<file path="src/rtl/f_fetch_buf.sv">
// Fetch-to-decode instruction buffer: a circular queue of {pc, instr, exc} entries.
// Bad fetch addresses are replaced with a nop and tagged AdEL; flush empties the buffer.
module f_fetch_buf #(
    parameter int          DEPTH = 2,
    parameter logic [31:0] PC_LO = 32'h0000_3000,
    parameter logic [31:0] PC_HI = 32'h0000_6ffc
) (
    input  logic                       clk,
    input  logic                       reset,
    input  logic                       flush,
    input  logic                       f_valid,
    output logic                       f_ready,
    input  logic [31:0]                f_pc,
    input  logic [31:0]                f_instr,
    output logic                       d_valid,
    input  logic                       d_ready,
    output logic [31:0]                d_pc,
    output logic [31:0]                d_instr,
    output logic [4:0]                 d_exc_code,
    output logic [$clog2(DEPTH):0]     count
);

    localparam int PTR_W = $clog2(DEPTH);
    localparam int CNT_W = PTR_W + 1;
    localparam logic [CNT_W-1:0] FULL_CNT = CNT_W'(DEPTH);
    localparam logic [4:0] EXC_ADEL = 5'd4;

    typedef struct packed {
        logic [31:0] pc;
        logic [31:0] instr;
        logic [4:0]  exc;
    } entry_t;

    entry_t             mem_q [DEPTH];
    entry_t             mem_d [DEPTH];
    logic [PTR_W-1:0]   wr_ptr_q, wr_ptr_d;
    logic [PTR_W-1:0]   rd_ptr_q, rd_ptr_d;
    logic [CNT_W-1:0]   count_q, count_d;

    logic   enq, deq, fault;
    entry_t new_entry, head;

    assign f_ready = (count_q < FULL_CNT);
    assign d_valid = (count_q != '0);
    assign count   = count_q;

    assign fault = (f_pc[1:0] != 2'b00) || (f_pc < PC_LO) || (f_pc > PC_HI);

    always_comb begin
        // NOTE: every signal assigned in this block gets a default first so no latch is inferred.
        new_entry = '0;
        mem_d     = mem_q;
        wr_ptr_d  = wr_ptr_q;
        rd_ptr_d  = rd_ptr_q;
        count_d   = count_q;

        enq = f_valid && f_ready && !flush;
        deq = d_valid && d_ready && !flush;

        new_entry.pc    = f_pc;
        new_entry.instr = fault ? 32'h0000_0000 : f_instr;
        new_entry.exc   = fault ? EXC_ADEL : 5'd0;

        if (flush) begin
            wr_ptr_d = '0;
            rd_ptr_d = '0;
            count_d  = '0;
        end else begin
            if (enq) begin
                mem_d[wr_ptr_q] = new_entry;
                wr_ptr_d        = wr_ptr_q + PTR_W'(1);
            end
            if (deq) begin
                rd_ptr_d = rd_ptr_q + PTR_W'(1);
            end
            if (enq && !deq) begin
                count_d = count_q + CNT_W'(1);
            end else if (deq && !enq) begin
                count_d = count_q - CNT_W'(1);
            end
        end
    end

    // NOTE: state registers use non-blocking assignments so every flop samples pre-edge values.
    always_ff @(posedge clk) begin
        if (reset) begin
            wr_ptr_q <= '0;
            rd_ptr_q <= '0;
            count_q  <= '0;
        end else begin
            wr_ptr_q <= wr_ptr_d;
            rd_ptr_q <= rd_ptr_d;
            count_q  <= count_d;
        end
    end

    // NOTE: storage is deliberately not reset; stale entries are hidden because outputs are masked by count.
    always_ff @(posedge clk) begin
        mem_q <= mem_d;
    end

    always_comb begin
        head       = mem_q[rd_ptr_q];
        d_pc       = d_valid ? head.pc    : 32'h0;
        d_instr    = d_valid ? head.instr : 32'h0;
        d_exc_code = d_valid ? head.exc   : 5'd0;
    end

endmodule

</file>
<file path="config.mk">
export PLATFORM = sky130hd
export DESIGN_NAME = f_fetch_buf
export DESIGN_NICKNAME = d
export VERILOG_FILES = /design/src/rtl/f_fetch_buf.sv
export SDC_FILE = /design/constraint.sdc
export NUM_CORES = 1
export LEC_CHECK = 0
export ABC_CLOCK_PERIOD_IN_PS = 5900
export CORE_MARGIN = 1
export CORE_UTILIZATION = 40
export DETAILED_ROUTE_END_ITERATION = 7
export PLACE_DENSITY = 0.67
export SYNTH_ARGS = -nofsm -noshare
export SYNTH_HDL_FRONTEND = slang
export SYNTH_SLANG_ARGS = --single-unit
</file>
<file path="constraint.sdc">
create_clock -name clk -period 5.9 [get_ports clk]
set_input_delay 1.475 -clock clk [delete_from_list [all_inputs] [get_ports clk]]
set_output_delay 1.475 -clock clk [all_outputs]
set_load 0.02 [all_outputs]
</file>
==> results.yml, run 1 <==
clock_network:
  cts_buffers: 17
  cts_tree: "yes"
  ctsResizeCount: 0
  hold_buffers: 0
  htreeDepth: 4
  clkSinkCount: 134
  clk_latency_ns: 0.41
  cts_setup_buffers: 0
  root_buffer: "clkbuf_16"
  clk_path_buf_depth: 2
  cts.clk_slew.worst_paths_ns: 0.05
detailed_routing:
  wl_met1_um: 4670
  avgRoutedWirePerCell_um: 17.0
  dr_wl_met3_um: 609
  route.detailed.drc: 0
  route.met2.wl_um: 6090
  postRouteWirelength_um: 11600
  drtAntennaViolNets: 0
  dr.max_layer_used: "met4"
  drt_pass1_iterations: 4
  vias: 3349
  drtIter0Drc: 90
  via_per_inst: 4.90
synth:
  synth_top_family_by_area: "simple AND/OR/NAND/NOR gates"
  synth-simple-area-share_pct: 14.5
  syn_area_mm2: 0.00571
  synth_seq_cells: 134
  synthCells: 354
  synthAdderAreaFrac_pct: 0.219
  yosys-top-cells-area: "edfxtp_1 (68%), mux2i_1 (11%), nor4b_2 (7.9%), nor2_1 (4.3%), dfxtp_1 (1.4%)"
  yosysTopAreaCell: "edfxtp_1"
  synth-compound-area-share_pct: 0.307
  avgSynthCellArea_um2: 16.1
  ys_seq_area_share_pct: 69.7
  synth.top_cell.area_share_pct: 68.3
  synthMuxAreaShare_pct: 11.4
  synth_xor_area_share_pct: 0.767
  ys.warnings.count: 0
  synth.distinct_cells: 28
floorplanning:
  io-pin-count: 142
  core-area_mm2: 0.0139
  die-area_mm2: 0.0148
  start_util_pct: 41.1
  die_w_um: 121
  rows: 43
  die_h_um: 121
timing:
  grt_setup_unrepaired: "false"
  fin_crit_sh_pct: 69.9
  worstMarginPinSlew_ns: 1.02
  skew_ns: 0.00877
  max_freq_ghz: 0.243
  finalSetupViolCount: 0
  tns_ns: 0
  fin_crit_ns: 4.12
  slew_violations: 0
  hold_viol: 0
  hold-worst-slack_ns: 0.586
  slew_headroom_pct: 31.9
placement:
  portBuffers: 137
  placed_area_mm2: 0.00725
  gp_congestion: 0.724
  dpl.hpwl_um: 7160
run_status:
  status: "completed"
global_routing:
  grt_pass1_vias: 3509
  grt.total_usage_pct: 16.6
  grt_pass1_wl_um: 17800
  grt-ovfl-total: 0
  grt_max_degree: 66
  antenna_found_initial: 0
setup_path:
  cp-start-kind: "flip-flop"
  path_class: "reg -> out"
  crit_fanout: 49
  startpoint: "rd_ptr_q$_SDFFE_PP0P_"
  cp-end-kind: "primary output"
  critical_path_required_ns: 4.43
  cp.arrival_ns: 2.65
  r2r-start: "count[1]$_SDFFE_PP0P_"
power:
  p_leak_uw: 0.00234
  p_comb_share_pct: 8.7
  p_seq_share_pct: 46.9
  p_int_uw: 1830
  power_switching_share_pct: 20.3
  irDropWorstVdd_mv: 0.152
  clkPwrFrac_pct: 44.4
  powerDensity_mw_per_mm2: 293
  switchingPower_uw: 465
  finalPower_uw: 2290
finish:
  stdcell_area_mm2: 0.00783
  layout-drive-gt1-share_pct: 13.9
  area_growth_pct: 37.0
  n_antenna_cell: 0
  final_nets: 560
worst_hold_path:
  hold_path_class: "reg -> reg"
  min_from: "wr_ptr_q$_SDFFE_PP0P_"
run:
  cap_violations: 0
## power groups by stage
stage | clock (µW) | sequential [µW] | combinational (µW)
after CTS | 1040 | 1080 | 204
after global placement | 0 | 1090 | 201
final | 1020 | 1080 | 200
after floorplan | 0 | 1090 | 96.2
after detailed placement | 0 | 1090 | 203
after global routing | 1080 | 1080 | 214
## per-stage QoR
stage / utilization (%) / setup WS, ns / std cells
finish: 56.4 / 1.78 / 683
CTS: 56.4 / 1.67 / 683
global placement: 52.2 / 1.72 / 651
detailed placement: 52.2 / 1.69 / 651
floorplan: - / 0.621 / 357
global route: 56.4 / 1.58 / 683
## cells in the mapped netlist
cell type / count
dfxtp_1: 4
nor4b_2: 30
nor3b_1: 1
nor4_2: 2
edfxtp_1: 130
buf_4: 5
clkbuf_1: 3
and2_1: 1
buf_1: 4
nor2_1: 66
or2_2: 1
nand2_1: 2
nor2b_1: 1
buf_6: 3
or3_1: 2
a211oi_1: 1
ha_1: 1
mux2i_1: 65
nand3_2: 1
nor4b_1: 2
xnor2_1: 1
nor3_1: 4
nor4_1: 2
buf_2: 13
xor2_1: 4
conb_1: 1
o21ai_0: 2
inv_1: 2
## state kept, by name, summed over array words and instances (netlist names)
| signal | count |
|---|---|
| mem_q | 130 |
| rd_ptr_q | 1 |
| wr_ptr_q | 1 |
| count | 2 |
## cells by family (layout without fill, tap and decap cells)
family	count (synthesis)	in the layout
flip-flops	134	134
AND/OR/NAND/NOR	115	115
multiplexers	65	65
buffers and inverters	30	176
XOR/XNOR	5	5
AO/OA/AOI/OAI	3	3
adder cells (fa/ha/maj)	1	1
other	1	4
## metal layers
metal / global-route usage (%) / vias to the layer above
li1: - / 1602
met1: 18.1 / 1630
met2: 29.6 / 102
met3: 4.32 / 15
met4: 8.10 / 0
met5: 0 / -
## final cells by class
cell class,count,area [µm²]
Inverter,2,7.51
Sequential cell,134,3990
Tap cell,180,225
Clock inverter,5,73.8
Clock buffer,27,503
Timing Repair Buffer,142,1420
Fill cell,1121,6050
Multi-Input combinational cell,193,1610
## placed cells by master, fill, tap and decap left out, drive strengths merged
cell / count
clkdlybuf4s50: 137
edfxtp: 130
nor2: 66
mux2i: 65
nor4b: 32
clkbuf: 27
buf: 5
nor3: 4
conb: 4
xor2: 4
dfxtp: 4
nor4: 4
clkinv: 3
inv: 2
o21ai: 2
or3: 2
bufinv: 2
nand2: 2
nor3b: 1
or2: 1
and2: 1
nand3: 1
nor2b: 1
xnor2: 1
a211oi: 1
ha: 1
## path summary, 6_finish.rpt
path	end	slack (ns)	cells after the start
setup / recovery	d_instr[1]	1.78	4
hold / removal	wr_ptr_q$_SDFFE_PP0P_	0.59	2
setup reg to reg	mem_q[111]$_DFFE_PP_	3.48	3
hold reg to reg	wr_ptr_q$_SDFFE_PP0P_	0.59	2
## critical path, cell delays in order (launching register included)
cell and delay (ns):
dfxtp_4 0.88, buf_4 0.46, mux2i_1 0.25, nor2_1 0.06, clkdlybuf4s50_1 0.57
(Power assumes the default switching activity.)
==> inputs of run 2 (changes only) <==
ABC_CLOCK_PERIOD_IN_PS = 3900   (was 5900)
clock period = 3.9 ns   (was 5.9 ns; I/O delays follow)
==> results.yml, run 2 (synthesis results as in run 1) <==
run_status:
  status: "completed"
timing:
  fin_crit_ns: 3.31
  slew_violations: 0
  finalSetupViolCount: 0
  grt_setup_unrepaired: "false"
  max_freq_ghz: 0.303
  skew_ns: 0.0111
  worstMarginPinSlew_ns: 0.575
  hold_viol: 0
  slew_headroom_pct: 61.7
  hold-worst-slack_ns: 0.590
  fin_crit_sh_pct: 84.8
  tns_ns: 0
placement:
  placed_area_mm2: 0.00732
  gp_congestion: 0.735
  portBuffers: 137
  dpl.hpwl_um: 7410
global_routing:
  grt_pass1_wl_um: 17700
  grt_pass1_vias: 3475
  grt_max_degree: 66
  grt.total_usage_pct: 16.4
  grt-ovfl-total: 0
  antenna_found_initial: 0
clock_network:
  ctsResizeCount: 0
  clkSinkCount: 134
  clk_latency_ns: 0.41
  cts_buffers: 17
  cts.clk_slew.worst_paths_ns: 0.06
  root_buffer: "clkbuf_16"
  cts_setup_buffers: 0
  hold_buffers: 0
  clk_path_buf_depth: 2
  htreeDepth: 4
  cts_tree: "yes"
finish:
  final_cell_mix: "clkdlybuf4s50_1 (137), edfxtp_1 (130), mux2i_1 (65), nor2_1 (65), nor4b_2 (30)"
  final_nets: 564
  utilization_pct: 57.6
  n_antenna_cell: 0
  largest_register_ff_count: 130
  stdcell_area_mm2: 0.00800
  regMostFlops: "mem_q"
  layout-drive-gt1-share_pct: 15.2
  layout_commonest_cell: "clkdlybuf4s50_1"
  fillers: 1089
  area_growth_pct: 40.1
setup_path:
  cp.arrival_ns: 2.33
  rrSetupSlack_ns: 1.93
  regToRegEndpoint: "count[1]$_SDFFE_PP0P_"
  cp-end-kind: "primary output"
  path_class: "reg -> out"
  crit_end: "d_instr[18]"
  cp-start-kind: "flip-flop"
  critical_path_required_ns: 2.92
  r2r-start: "count[1]$_SDFFE_PP0P_"
  crit_fanout: 30
  reg2reg_depth: 5
  startpoint: "rd_ptr_q$_SDFFE_PP0P_"
detailed_routing:
  route.detailed.drc: 0
  avgRoutedWirePerCell_um: 17.0
  postRouteWirelength_um: 11700
  vias: 3384
  via_per_inst: 4.93
  drt_pass1_iterations: 4
  drtIter0Drc: 150
  drtAntennaViolNets: 0
floorplanning:
  die_w_um: 121
  io-pin-count: 142
  start_util_pct: 41.1
  core-area_mm2: 0.0139
  die-area_mm2: 0.0148
  die_h_um: 121
  rows: 43
power:
  p_seq_share_pct: 43.3
  power_switching_share_pct: 19.6
  switchingPower_uw: 735
  p_leak_uw: 0.00241
  p_int_uw: 3020
  powerDensity_mw_per_mm2: 469
  finalPower_uw: 3750
  irDropWorstVdd_mv: 0.258
  p_comb_share_pct: 8.3
  clkPwrFrac_pct: 48.5
run:
  cap_violations: 0
worst_hold_path:
  hold_path_class: "reg -> reg"
## run 2: critical path, stage by stage, from the launching register on
cell,delay [ns]
dfxtp_4,0.69
buf_12,0.29
mux2i_1,0.11
nor2_1,0.16
clkdlybuf4s50_1,0.63
## run 2: area by class of cell
type                       count  area, µm²  area share, %
timing repair buffer         146       1490           18.6
sequential                   134       3990           49.8
inverter                       2       7.51         0.0938
clock inverter                15        258           3.22
clock buffer                  17        425           5.32
tap                          180        225           2.82
multi-input combinational    193       1610           20.1
## run 2: power groups by stage
| stage | Sequential [µW] | Clock, µW | Combinational (µW) |
|---|---|---|---|
| 2_1_floorplan | 1650 | 0 | 146 |
| 3_3_place_gp | 1650 | 0 | 311 |
| 3_5_place_dp | 1650 | 0 | 314 |
| 4_1_cts | 1620 | 1850 | 315 |
| 5_1_grt | 1630 | 1910 | 331 |
| 6_report | 1620 | 1820 | 310 |
## run 2: worst min-delay path by stage
stage | cells past startpoint | start | slack [ns] | to
2_1_floorplan | 2 | wr_ptr_q$_SDFFE_PP0P_ | 0.54 | wr_ptr_q$_SDFFE_PP0P_
3_3_place_gp | 2 | count[1]$_SDFFE_PP0P_ | 0.58 | count[1]$_SDFFE_PP0P_
3_5_place_dp | 2 | wr_ptr_q$_SDFFE_PP0P_ | 0.59 | wr_ptr_q$_SDFFE_PP0P_
4_1_cts | 2 | wr_ptr_q$_SDFFE_PP0P_ | 0.60 | wr_ptr_q$_SDFFE_PP0P_
5_1_grt | 2 | wr_ptr_q$_SDFFE_PP0P_ | 0.64 | wr_ptr_q$_SDFFE_PP0P_
6_report | 2 | wr_ptr_q$_SDFFE_PP0P_ | 0.59 | wr_ptr_q$_SDFFE_PP0P_
## run 2: routing by layer
layer / up-vias / GRT usage (%) / wire length, µm
met1: 1654 / 19.0 / 4860
met3: 11 / 4.93 / 657
met4: 0 / 6.71 / 180
met2: 112 / 28.3 / 6010
met5: - / 0 / 0
li1: 1607 / - / -
## run 2: through the flow
stage	setup WS (ns)	cells
2_1_floorplan	0.347	357
3_3_place_gp	0.851	655
3_5_place_dp	0.846	655
4_1_cts	0.558	687
5_1_grt	0.476	687
6_report	0.594	687
==> inputs of run 3 (changes only) <==
ABC_CLOCK_PERIOD_IN_PS = 2800   (was 3900)
PLACE_DENSITY = 0.7   (was 0.67)
clock period = 2.8 ns   (was 3.9 ns; I/O delays follow)
==> results.yml, run 3 (synthesis results as in run 1) <==
timing:
  hold_viol: 0
  slew_headroom_pct: 44.9
  skew_ns: 0.00406
  finalSetupViolCount: 0
  max_freq_ghz: 0.375
  worstMarginPinSlew_ns: 0.826
  grt_setup_unrepaired: "false"
  tns_ns: 0
  fin_crit_ns: 2.67
  fin_crit_sh_pct: 95.4
  finalWorstSetupSlack_ns: 0.130
  slew_violations: 0
floorplanning:
  die_h_um: 121
  core-area_mm2: 0.0139
  io-pin-count: 142
  rows: 43
  die_w_um: 121
  start_util_pct: 41.1
  die-area_mm2: 0.0148
detailed_routing:
  drtAntennaViolNets: 0
  via_per_inst: 4.93
  vias: 3448
  drt_pass1_iterations: 4
  route.detailed.drc: 0
  avgRoutedWirePerCell_um: 17.3
  drtIter0Drc: 148
  postRouteWirelength_um: 12100
clock_network:
  clk_path_buf_depth: 2
  cts_buffers: 17
  htreeDepth: 4
  cts.clk_slew.worst_paths_ns: 0.05
  cts_tree: "yes"
  clk_latency_ns: 0.41
  root_buffer: "clkbuf_16"
  clkSinkCount: 134
run_status:
  status: "completed"
setup_path:
  cp-end-kind: "primary output"
  cp.arrival_ns: 1.97
  crit_fanout: 29
  startpoint: "count[1]$_SDFFE_PP0P_"
  cp-start-kind: "flip-flop"
  path_class: "reg -> out"
  r2r-start: "count[1]$_SDFFE_PP0P_"
  critical_path_required_ns: 2.10
finish:
  largest_register_ff_count: 130
  fillers: 1116
  layout_commonest_cell: "clkdlybuf4s50_1"
  layout-drive-gt1-share_pct: 16.4
  final_nets: 578
  multi_input_area_mm2: 0.00161
  final_cell_mix: "clkdlybuf4s50_1 (135), edfxtp_1 (130), mux2i_1 (65), nor2_1 (65), nor4b_2 (30)"
  regMostFlops: "mem_q"
  area_growth_pct: 39.7
  n_antenna_cell: 0
  fin_cells: 699
  seq_area_mm2: 0.00399
run:
  cap_violations: 0
placement:
  gp_congestion: 0.733
  dpl_worst_slack_ns: 0.0379
  dpl.hpwl_um: 7820
  dp.cells: 664
  portBuffers: 137
power:
  power_switching_share_pct: 21.1
  p_int_uw: 3650
  powerDensity_mw_per_mm2: 580
  p_seq_share_pct: 48.8
  switchingPower_uw: 976
  clkPwrFrac_pct: 41.5
  p_leak_uw: 0.00244
  irDropWorstVdd_mv: 0.306
  p_comb_share_pct: 9.7
worst_hold_path:
  hold_path_class: "reg -> reg"
  min_from: "count[0]$_SDFFE_PP0P_"
global_routing:
  grt.total_usage_pct: 17.4
  grt_max_degree: 35
  grt-ovfl-total: 0
  grt_pass1_wl_um: 18600
  antenna_found_initial: 0
  grt_pass1_vias: 3582
-- run 3: worst max-delay path, cell delays in order (launching register included) --
cell and delay, ns:
dfxtp_2 0.41, nor2_4 0.07, buf_4 0.24, nor2_1 0.20, clkdlybuf4s50_1 0.63
-- run 3: power by group through the flow --
| stage | Sequential (µW) | Combinational [µW] | Clock, µW |
|---|---|---|---|
| after global routing | 2260 | 480 | 2060 |
| after CTS | 2260 | 453 | 1970 |
| after floorplan | 2300 | 204 | 0 |
| final | 2260 | 449 | 1920 |
| after global placement | 2300 | 447 | 0 |
| after detailed placement | 2300 | 451 | 0 |
-- run 3: area by class of cell --
type                       instances  share of cell area (%)
sequential                       134                    50.0
timing repair buffer             160                    20.6
multi-input combinational        193                    20.2
clock buffer                      21                    5.52
tap                              180                    2.82
clock inverter                     9                   0.784
inverter                           2                  0.0941
-- run 3: path summary, 6_finish.rpt --
check,endpoint,slack (ns),cells after the start
setup / recovery,d_pc[1],0.13,4
hold / removal,count[0]$_SDFFE_PP0P_,0.60,2
setup reg to reg,count[1]$_SDFFE_PP0P_,0.93,5
hold reg to reg,count[0]$_SDFFE_PP0P_,0.60,2
-- run 3: per-layer routing --
| layer | part of all wire (%) | track usage, % | up-vias |
|---|---|---|---|
| met5 | 0 | 0 | - |
| met4 | 1.8 | 7.72 | 0 |
| met3 | 6.1 | 5.59 | 18 |
| met2 | 51 | 29.0 | 107 |
| met1 | 41 | 20.5 | 1683 |
| li1 | - | - | 1640 |
-- run 3: metrics by stage --
step	total power, µW	utilization [%]	hold WS [ns]	area [µm²]
final	4630	57.5	0.597	7980
after global routing	4810	57.5	0.611	7980
after CTS	4680	57.2	0.598	7940
after detailed placement	2750	53.6	0.584	7430
after global placement	2740	53.6	0.567	7430
after floorplan	2500	-	0.559	5730
-- run 3: timing repair --
action                                 in CTS  in global routing
resized for setup                           1                  3
setup endpoints to repair                   1                 42
endpoints found under the hold margin       0                  0
buffers inserted                            0                  5
hold buffers                                0                  0
